**config.mk**
```make
export PLATFORM = sky130hd
export DESIGN_NAME = regfile_wb_scoreboard
export DESIGN_NICKNAME = d
export VERILOG_FILES = /design/src/rtl/regfile_wb_scoreboard.sv
export SDC_FILE = /design/constraint.sdc
export NUM_CORES = 1
export LEC_CHECK = 0
export BUFFER_PORTS_ARGS = -buffer_cell sky130_fd_sc_hd__buf_2
export CAP_MARGIN = 10
export CORE_ASPECT_RATIO = 1.2
export CORE_UTILIZATION = 40
export CTS_BUF_LIST = sky130_fd_sc_hd__clkbuf_8
export CTS_CLUSTER_SIZE = 14
export DETAILED_ROUTE_END_ITERATION = 7
export PLACE_DENSITY = 0.66
export SETUP_SLACK_MARGIN = 0.4
export SKIP_CTS_REPAIR_TIMING = 1
export SYNTH_ARGS = -nofsm -noshare
export SYNTH_HDL_FRONTEND = slang
export SYNTH_SLANG_ARGS = --single-unit
```
**constraint.sdc**
```tcl
create_clock -name clk -period 4.3 [get_ports clk]
set_clock_uncertainty 0.05 [all_clocks]
set_input_delay 0.645 -clock clk [delete_from_list [all_inputs] [get_ports clk]]
set_output_delay 0.645 -clock clk [all_outputs]
set_load 0.01 [all_outputs]
```
**src/rtl/regfile_wb_scoreboard.sv**
```systemverilog
// ============================================================================
// regfile_wb_scoreboard: busy-bit scoreboard plus ALU/LSU writeback arbiter.
// Revision: 1.0
// ============================================================================
`default_nettype none

module regfile_wb_scoreboard #(
  parameter int NREGS        = 32,
  parameter int XLEN         = 32,
  parameter int STARVE_LIMIT = 4
) (
  input  logic             clk,
  input  logic             rst,
  input  logic             issue_valid,
  input  logic [4:0]       issue_rs1,
  input  logic [4:0]       issue_rs2,
  input  logic             issue_use_rs1,
  input  logic             issue_use_rs2,
  input  logic [4:0]       issue_rd,
  input  logic             issue_wen,
  output logic             issue_ready,
  input  logic             alu_wb_valid,
  input  logic [4:0]       alu_wb_rd,
  input  logic [XLEN-1:0]  alu_wb_data,
  output logic             alu_wb_ready,
  input  logic             lsu_wb_valid,
  input  logic [4:0]       lsu_wb_rd,
  input  logic [XLEN-1:0]  lsu_wb_data,
  output logic             lsu_wb_ready,
  output logic             rf_w_enb,
  output logic [4:0]       rf_rd,
  output logic [XLEN-1:0]  rf_w_data,
  output logic [NREGS-1:0] busy_vec,
  output logic [31:0]      stall_cnt
);

  localparam logic [3:0] C_STARVE_MAX = 4'(STARVE_LIMIT);

  typedef enum logic {ALU_PRI = 1'b0, LSU_PRI = 1'b1} arb_state_t;

  arb_state_t       state_q, state_d;
  logic [3:0]       starve_q, starve_d;
  logic [NREGS-1:0] busy_q, busy_d;
  logic [31:0]      stall_q, stall_d;
  logic             w_enb_q;
  logic [4:0]       w_rd_q;
  logic [XLEN-1:0]  w_data_q;

  logic            fire;
  logic            alu_acc;
  logic            lsu_acc;
  logic [4:0]      wb_rd;
  logic [XLEN-1:0] wb_data;

  assign issue_ready = !((issue_use_rs1 && busy_q[issue_rs1]) ||
                         (issue_use_rs2 && busy_q[issue_rs2]) ||
                         (issue_wen     && busy_q[issue_rd]));
  assign fire = issue_valid && issue_ready;

  // The arbiter FSM only ever grants one source, so the accepts are exclusive.
  always_comb begin
    state_d      = state_q;
    starve_d     = starve_q;
    alu_wb_ready = 1'b1;
    lsu_wb_ready = !alu_wb_valid;
    if (state_q == ALU_PRI) begin
      if (alu_wb_valid && lsu_wb_valid) begin
        starve_d = starve_q + 4'd1;
        if (starve_d >= C_STARVE_MAX) begin
          state_d = LSU_PRI;
        end
      end else begin
        starve_d = 4'd0;
      end
    end else begin
      lsu_wb_ready = 1'b1;
      alu_wb_ready = !lsu_wb_valid;
      state_d      = ALU_PRI;
      starve_d     = 4'd0;
    end
  end

  assign alu_acc = alu_wb_valid && alu_wb_ready;
  assign lsu_acc = lsu_wb_valid && lsu_wb_ready;
  assign wb_rd   = lsu_acc ? lsu_wb_rd   : alu_wb_rd;
  assign wb_data = lsu_acc ? lsu_wb_data : alu_wb_data;

  // Clear on commit is applied first so a (hazard-impossible) concurrent set wins.
  always_comb begin
    busy_d = busy_q;
    if (w_enb_q) begin
      busy_d[w_rd_q] = 1'b0;
    end
    if (fire && issue_wen && (issue_rd != 5'd0)) begin
      busy_d[issue_rd] = 1'b1;
    end
    busy_d[0] = 1'b0;
  end

  always_comb begin
    stall_d = stall_q;
    if (issue_valid && !issue_ready && (stall_q != 32'hFFFF_FFFF)) begin
      stall_d = stall_q + 32'd1;
    end
  end

  always_ff @(posedge clk or posedge rst) begin
    if (rst) begin
      state_q  <= ALU_PRI;
      starve_q <= 4'd0;
      busy_q   <= '0;
      stall_q  <= 32'd0;
      w_enb_q  <= 1'b0;
      w_rd_q   <= 5'd0;
      w_data_q <= '0;
    end else begin
      state_q  <= state_d;
      starve_q <= starve_d;
      busy_q   <= busy_d;
      stall_q  <= stall_d;
      if (alu_acc || lsu_acc) begin
        w_enb_q  <= (wb_rd != 5'd0);
        w_rd_q   <= wb_rd;
        w_data_q <= wb_data;
      end else begin
        w_enb_q  <= 1'b0;
      end
    end
  end

  assign rf_w_enb  = w_enb_q;
  assign rf_rd     = w_rd_q;
  assign rf_w_data = w_data_q;
  assign busy_vec  = busy_q;
  assign stall_cnt = stall_q;

endmodule

`default_nettype wire

```
==> results.md, run 1 <==
* Skew-Pair Late Insertion Delay at 0.39 ns
* Starting Density at 41.0%
* Area occupied by multi-input gates at 3080 um2
* CTS tree: built
* RSZ-0062 raised after global routing: no
* Achievable Freq at 316 MHz
* Max VDD drop at 0.000206 V
* H-tree depth at 3
* Final slew viol count at 0
* Number of max-cap violations at 0
* Reg2Reg Setup Slack at 1.31 ns
* Share of cells above drive strength 1 at 31.8%
* Synth Area in Compound Gates at 16.0%
* Non-Filler Instances at 990
* Yosys top cell by area: dfrtp_1
* Slew headroom at 37.1%
* Worst slew pin tran at 0.944 ns
* Die Ht at 135 um
* Ports at 202
* CP Class: flip-flop to output pin
* Post-synthesis mux area share at 10.4%
* Final core occ at 50.1%
* Hold WS at 0.421 ns
* Port Buffer Count at 200
* Most frequent cell after synthesis: dfrtp_1
* Area share of the largest cell type after synthesis at 44.9%
* Synth-to-Final Area Change at 22.3%
* WL per Instance at 17.6 um
* Hpwl dp at 12500 um
* Die Wd at 113 um
* Max incr delay on CP at 0.49 ns
* Register area share after synthesis at 44.9%
* 1st-iter DRT viols at 290
* Grt total ovfl at 0
* Type of origin of the critical path: flip-flop
* Initial antenna violation count at 0
* Ys flop type: dfrtp_1
* Fin. Hold Viols at 0
* # fillers at 1451
* FF-to-FF path depth at 7
* GPL Wtd Cong at 0.870
* Placed Cells incl. Taps at 974
* # setup viols final at 0
* Worst setup EP type: output pin
* Post-synth EDFFs at 0
* Fin crit share at 73.6%
* Final antenna-violating net count at 0
* Ys async rst share at 100%
* Largest family of logic cells by synthesized area: simple AND/OR/NAND/NOR gates
* Worst-path cell chain: mux4_2, nor3b_1, nor4_1, a31oi_1, nor3_1, buf_2
* RR Endpoint: busy_vec[12]$_DFF_PP0_
* Post-Syn Area at 5910 um2
* Min Tclk post-route at 3.17 ns
* Clock Pin Slew Worst Setup and Hold Paths at 0.10 ns
* Detailed Routing Iterations Pass 1 at 5
* CTS buffer count at 9
* Post-synth top cells: dfrtp_1 (106), o21ai_0 (95), a21oi_1 (67)
* First-pass GRT wire length at 27600 um
* Die ar. at 15300 um2
* GRT Total Usage at 23.1%
* Largest net degree at the start of global routing at 77
* Via/cell ratio at 5.70
* Synth warn at 0
* Max FO, Critical Path at 5
* # nets final at 909
* XOR/XNOR Fraction of Synth Area at 4.89%
* Leakage at 3.35 nW
* Fin Setup TNS at 0 ns
* Synth Area in Adders at 0.423%
* Core area at 14400 um2
* Reg2reg start: busy_vec[30]$_DFF_PP0_
* Syn nets at 730
* Cell area power density at 448 nW/um2
* Root Buffer: clkbuf_8
* Post-Route WL at 17500 um
* Slowest CP cell: mux4_2
* CP arrival at 2.47 ns
* Clk buf depth at 2
* Unique masters post-synth at 47
* Clk sinks at 106
* DR vias at 5644
* Synth Area in Simple Gates at 20.2%
* Cells after synthesis at 631
* Status: finished, final reports clean
* Number of global-route vias before repair at 5176
* Register area at 2650 um2
* Syn Area/Cell at 9.37 um2
* Placement row count at 48
* DRC at 0
* Final Cell Area at 7230 um2
* Hold Path Class: input pin to async pin
* CP required at 3.61 ns
* Flops & latches, synth at 106
* # diodes at 0
* Most area-consuming cells after synthesis: dfrtp_1 (45%), o21ai_0 (8.0%), mux4_2 (6.5%)
* Placed cell area at 7030 um2
==> sequential cells by signal, summed over array words and instances, names as in the netlist <==
signal	cells
starve_q	4
stall_cnt	32
rf_w_data	32
busy_vec	31
state_q	1
rf_w_enb	1
rf_rd	5
==> routing by layer <==
layer	global-route usage (%)	up-vias	wire, um
li1	-	2640	-
met1	31.1	2716	7360
met2	36.7	260	8340
met3	5.59	28	1420
met4	8.19	0	343
met5	0	-	0
==> critical path, delay by kind of cell (launching register included) <==
kind	cells	cell delay (ns)
AOI/OAI and AO/OA	1	0.24
buffers and inverters	1	0.16
DFF	1	0.48
muxes	1	0.49
and+or+nand+nor	3	0.72
==> where the power goes <==
| part | switching, W | total, W | internal [W] |
|---|---|---|---|
| registers | 0.000353 | 0.00157 | 0.00122 |
| clock network | 0.000361 | 0.000631 | 0.000270 |
| logic | 0.000532 | 0.00104 | 0.000505 |
==> cells by family (layout without fill, tap and decap cells) <==
family / Yosys count / in the layout
and+or+nand+nor: 224 / 224
AOI/OAI and AO/OA: 180 / 180
other: 1 / 1
xor gates and xnor gates: 33 / 33
muxes: 39 / 39
buffers and inverters: 46 / 230
adders and majority gates: 2 / 2
DFF: 106 / 106
==> layout by cell type (no fill, tap or decap), drive strengths merged, types with 10 or more instances in the layout <==
cell type  count
a21oi         67
buf          206
dfrtp        106
inv           10
mux2i         14
mux4          17
nand2         57
nand2b        33
nand3         20
nand3b        10
nor2          35
nor3          17
o21ai         95
xor2          30
==> stage by stage <==
step                total power, W  setup WS, ns
floorplan                  0.00209         0.816
global placement           0.00259          1.04
detailed placement         0.00262         0.946
CTS                        0.00324          1.12
global route               0.00342         0.947
finish                     0.00324          1.13
==> how the worst max path moves through the flow <==
stage,from,slack (ns),cells past startpoint,to
final,busy_vec[30]$_DFF_PP0_,1.13,6,issue_ready
after global routing,busy_vec[28]$_DFF_PP0_,0.95,6,issue_ready
after CTS,busy_vec[28]$_DFF_PP0_,1.12,6,issue_ready
after detailed placement,issue_rd[0],0.95,8,busy_vec[12]$_DFF_PP0_
after global placement,issue_rd[0],1.04,8,busy_vec[12]$_DFF_PP0_
after floorplan,rst,0.82,1,busy_vec[10]$_DFF_PP0_
==> area by class of cell <==
type | instances | share of cell area, %
multi-input cells | 479 | 42.7
clock inverters | 7 | 0.952
well taps | 175 | 3.03
repair buffers | 206 | 14.5
flip-flops and latches | 106 | 36.7
inverters | 8 | 0.450
clock buffers | 9 | 1.71
Power figures use the tool's default switching activity.
==> run 2, diff against run 1 <==
- clock period: 4.3 -> 3.15 ns (I/O delays scaled with it)
==> run 2 against run 1 <==
Worst hold slack worse by 0.23 ns. Core utilization up 2.0 points. Global-route usage up 0.23 points. Routed wire length up 3.1%. Non-clock buffer count up 19. Critical endpoint unchanged. Largest cell class unchanged.
==> results.md, run 2 (synthesized netlist as in run 1, its figures left out) <==
* Clk buf depth at 2
* 1st-iter DRT viols at 340
* Synth-to-Final Area Change at 27.0%
* Fin Setup TNS at 0 ns
* CTS buffer count at 9
* CP required at 2.63 ns
* Pre-CTS setup slack at 0.0719 ns
* Final antenna-violating net count at 0
* Number of global-route vias before repair at 5250
* Combinational Power Share at 34.0%
* Placement row count at 48
* Worst-path cell chain: mux4_2, mux2i_2, nand3b_1, and4_4, buf_6, nor3_4, buf_2
* Switching power at 0.00176 W
* Detailed Routing Iterations Pass 1 at 5
* Largest net degree at the start of global routing at 107
* Most frequent cells in the layout: buf_2 (200), o21ai_0 (94), dfrtp_1 (90)
* CP startpoint: busy_vec[21]$_DFF_PP0_
* Reg2reg start: busy_vec[15]$_DFF_PP0_
* Hpwl dp at 12700 um
* Fin crit share at 87.0%
* Leakage at 3.44 nW
* Core area at 14400 um2
* Slew headroom at 58.5%
* WL met3 at 1350 um
* Sw frac at 38.3%
* Max VDD drop at 0.000224 V
* Slowest CP cell: mux4_2
* Min Tclk post-route at 2.74 ns
* CP Class: flip-flop to output pin
* RSZ-0062 raised after global routing: yes
* Starting Density at 41.0%
* Hold Path Class: input pin to async pin
* RR Endpoint: busy_vec[12]$_DFF_PP0_
* Ports at 202
* Worst slew pin tran at 0.617 ns
* Type of origin of the critical path: flip-flop
* WL per Instance at 17.9 um
* Met2 wire length at 8560 um
* # diodes at 0
* Max incr delay on CP at 0.50 ns
* Worst setup EP type: output pin
* Post-Route WL at 18000 um
* GPL Wtd Cong at 0.898
* Internal power at 0.00284 W
* Initial antenna violation count at 0
* DR vias at 5691
* Grt total ovfl at 0
* Placed Cells incl. Taps at 984
* # fillers at 1362
* CTS tree: built
* FF-to-FF path depth at 8
* Wl on met1 at 7670 um
* Die ar. at 15300 um2
* Most common cell after layout, fill and taps aside: buf_2
* # setup viols final at 0
* CP arrival at 2.22 ns
* Clock Pin Slew Worst Setup and Hold Paths at 0.11 ns
* Die Wd at 113 um
* DR top layer: met4
* Status: finished, final reports clean
* Fin. Hold Viols at 0
* Reg2Reg Setup Slack at 0.48 ns
* Non-Filler Instances at 1009
* Seq pwr share at 47.0%
* Die Ht at 135 um
* Via/cell ratio at 5.64
* Port Buffer Count at 200
* Final slew viol count at 0
* Max FO, Critical Path at 5
* DRC at 0
* Achievable Freq at 365 MHz
* Clock power frac at 18.9%
* Share of cells above drive strength 1 at 36.3%
* # nets final at 928
* H-tree depth at 3
* Cell area power density at 613 nW/um2
* Setup WS post-layout at 0.408 ns
* Skew-Pair Late Insertion Delay at 0.38 ns
* Root Buffer: clkbuf_8
* GRT Total Usage at 23.4%
* Clk sinks at 106
* First-pass GRT wire length at 27700 um
* Number of max-cap violations at 0
run 2: worst max path at each step:
| stage | to | slack, ns |
|---|---|---|
| 2_1_floorplan | stall_cnt[27]$_DFFE_PP0P_ | 0.44 |
| 3_3_place_gp | busy_vec[4]$_DFF_PP0_ | 0.06 |
| 3_5_place_dp | busy_vec[4]$_DFF_PP0_ | 0.07 |
| 4_1_cts | issue_ready | 0.04 |
| 5_1_grt | issue_ready | 0.32 |
| 6_report | issue_ready | 0.41 |
run 2: power by group through the flow:
stage	logic, W	clock network, W	registers, W
after CTS	0.00146	0.000898	0.00214
final	0.00157	0.000870	0.00216
after detailed placement	0.00146	0	0.00217
after floorplan	0.000741	0	0.00211
after global routing	0.00171	0.000957	0.00220
after global placement	0.00143	0	0.00217
run 2: area by class of cell:
type                            count  area (um2)  share of cell area (%)
Multi-Input combinational cell    479        3140                    41.8
Clock buffer                        9         124                    1.65
Inverter                            8        33.8                   0.450
Timing Repair Buffer              225        1250                    16.6
Clock inverter                      7        75.1                    1.00
Sequential cell                   106        2670                    35.6
Tap cell                          175         219                    2.92
run 2: stage by stage:
stage | hold WS [ns] | power [W] | area (um2) | utilization, %
6_report | 0.195 | 0.00460 | 7510 | 52.1
5_1_grt | 0.209 | 0.00487 | 7510 | 52.1
4_1_cts | 0.211 | 0.00450 | 7350 | 51.0
3_5_place_dp | 0.411 | 0.00362 | 7150 | 49.6
3_3_place_gp | 0.406 | 0.00359 | 7150 | 49.6
2_1_floorplan | 0.383 | 0.00285 | 5910 | -
run 2: per-layer routing:
metal  up-vias  track usage [%]
met1      2731             31.2
met2       264             37.0
met5         -                0
li1       2661                -
met4         0             8.41
met3        35             5.95
run 2: worst max-delay path, delay by kind of cell (launching register included):
kind                   cells  cell delay [ns]
AND/OR/NAND/NOR            3             0.43
flip-flops                 1             0.46
multiplexers               2             0.69
buffers and inverters      2             0.27
==> run 3, diff against run 2 <==
- PLACE_DENSITY: 0.66 -> 0.74
- SKIP_CTS_REPAIR_TIMING: 1 -> default
==> run 3 against run 2 <==
Sequential power is 5% lower. Core utilization is 1.5 points higher. Via count is 3.0% higher. Worst hold slack worse by 0.034 ns. Non-clock buffer count is 17 higher.
==> results.md, run 3 (synthesized netlist as in run 1, its figures left out) <==
* Largest net degree at the start of global routing at 71
* Final antenna-violating net count at 0
* CTS buffer count at 9
* H-tree depth at 3
* Status: finished, final reports clean
* Non-Filler Instances at 1026
* Max VDD drop at 0.000237 V
* RSZ-0062 raised after global routing: yes
* Grt total ovfl at 0
* Placed Cells incl. Taps at 984
* GPL Wtd Cong at 0.921
* CP required at 2.63 ns
* First-pass GRT wire length at 28900 um
* Die Wd at 113 um
* Combinational Power Share at 39.6%
* Final core occ at 53.6%
* Slowest CP cell: mux4_2
* Hpwl dp at 12700 um
* DRC at 0
* Placement row count at 48
* Fin crit share at 87.0%
* Hold Path Class: input pin to async pin
* Clk sinks at 106
* CP arrival at 2.22 ns
* # diodes at 0
* Setup WS post-layout at 0.411 ns
* CP Class: flip-flop to output pin
* Most frequent cells in the layout: buf_2 (200), dfrtp_1 (98), o21ai_0 (72)
* # setup viols final at 0
* Internal power at 0.00295 W
* Most common cell after layout, fill and taps aside: buf_2
* Max incr delay on CP at 0.49 ns
* Pre-CTS setup slack at 0.0868 ns
* Slew headroom at 49.8%
* WL per Instance at 18.2 um
* Cell area power density at 615 nW/um2
* Fin Setup TNS at 0 ns
* Clock power frac at 16.9%
* Type of origin of the critical path: flip-flop
* Share of cells above drive strength 1 at 38.2%
* Post-Route WL at 18700 um
* Final slew viol count at 0
* Worst slew pin tran at 0.752 ns
* Initial antenna violation count at 0
* Area occupied by multi-input gates at 3230 um2
* Port Buffer Count at 200
* Core area at 14400 um2
* Achievable Freq at 365 MHz
* Via/cell ratio at 5.71
* Hold WS at 0.161 ns
* RR Endpoint: stall_cnt[28]$_DFFE_PP0P_
* Worst setup EP type: output pin
* Min Tclk post-route at 2.74 ns
* Worst-path cell chain: mux4_2, mux2i_1, nand3_1, and4bb_2, nor3_2, buf_2
* DR vias at 5863
* Clock Pin Slew Worst Setup and Hold Paths at 0.10 ns
* Sw frac at 37.9%
* Starting Density at 41.0%
* 1st-iter DRT viols at 298
* Leakage at 3.57 nW
* Register area at 2660 um2
* Switching power at 0.00180 W
* Seq pwr share at 43.5%
* FF-to-FF path depth at 11
* Skew-Pair Late Insertion Delay at 0.38 ns
* GRT Total Usage at 24.3%
* Reg2reg start: busy_vec[31]$_DFF_PP0_
* Die ar. at 15300 um2
* Ports at 202
* CTS tree: built
* Clk buf depth at 2
* Max FO, Critical Path at 5
* Detailed Routing Iterations Pass 1 at 4
* # fillers at 1325
* Synth-to-Final Area Change at 30.6%
* Number of max-cap violations at 0
* Number of global-route vias before repair at 5732
* # nets final at 945
* Reg2Reg Setup Slack at 0.47 ns
* Die Ht at 135 um
* Root Buffer: clkbuf_8
* Fin. Hold Viols at 0
run 3: cell types whose count changed in the layout (fill, tap and decap cells not counted), moves of 3 or more:
| cell | change |
|---|---|
| buf_4 | +13 |
| o21ai_0 | -22 |
| o21ai_2 | +8 |
| dfrtp_2 | -8 |
| nor3_2 | +3 |
| dfrtp_1 | +8 |
| o21ai_1 | +14 |
| buf_6 | +4 |
run 3: worst max-delay path by stage:
stage                                           end              startpoint  slack [ns]
final                                   issue_ready  busy_vec[23]$_DFF_PP0_        0.41
after global routing                    issue_ready  busy_vec[13]$_DFF_PP0_        0.29
after CTS                               issue_ready  busy_vec[13]$_DFF_PP0_        0.38
after detailed placement  stall_cnt[27]$_DFFE_PP0P_             issue_rd[3]        0.09
after global placement    stall_cnt[31]$_DFFE_PP0P_             issue_rd[3]        0.19
after floorplan           stall_cnt[27]$_DFFE_PP0P_             issue_rd[0]        0.44
run 3: metrics by stage:
step	instance area, um2	power [W]
global placement	7140	0.00354
floorplan	5910	0.00285
finish	7720	0.00475
CTS	7560	0.00462
global route	7720	0.00501
detailed placement	7140	0.00357
run 3: timing repair:
| action | in CTS | in global routing |
|---|---|---|
| gates resized for setup | 18 | 48 |
| setup buffers | 24 | 1 |
| hold buffers | 0 | 0 |
| pin swaps | 4 | 10 |
| endpoints found under the setup margin | 1 | 63 |
| cloned | 0 | 1 |
run 3: final cells by class:
cell class	instances	share of cell area [%]
Multi-Input combinational cell	479	41.9
Tap cell	175	2.84
Clock inverter	5	0.389
Clock buffer	11	1.96
Sequential cell	106	34.5
Inverter	8	0.438
Timing Repair Buffer	242	18.0
run 3: power by group through the flow:
stage	logic, W	clock network (W)	registers (W)
floorplan	0.000741	0	0.00211
finish	0.00188	0.000804	0.00206
detailed placement	0.00145	0	0.00212
global route	0.00203	0.000883	0.00210
global placement	0.00142	0	0.00212
CTS	0.00176	0.000827	0.00204
run 3: layer usage:
metal / up-vias / global-route usage, % / wire (um)
met4: 0 / 13.5 / 547
met5: - / 0 / 0
li1: 2697 / - / -
met2: 287 / 40.4 / 9270
met3: 40 / 5.10 / 1470
met1: 2839 / 29.7 / 7360
run 3: worst max-delay path, delay by kind of cell (launching register included):
kind,cells,cell delay [ns]
muxes,2,0.70
and+or+nand+nor,3,0.53
DFF,1,0.47
buffers and inverters,1,0.15
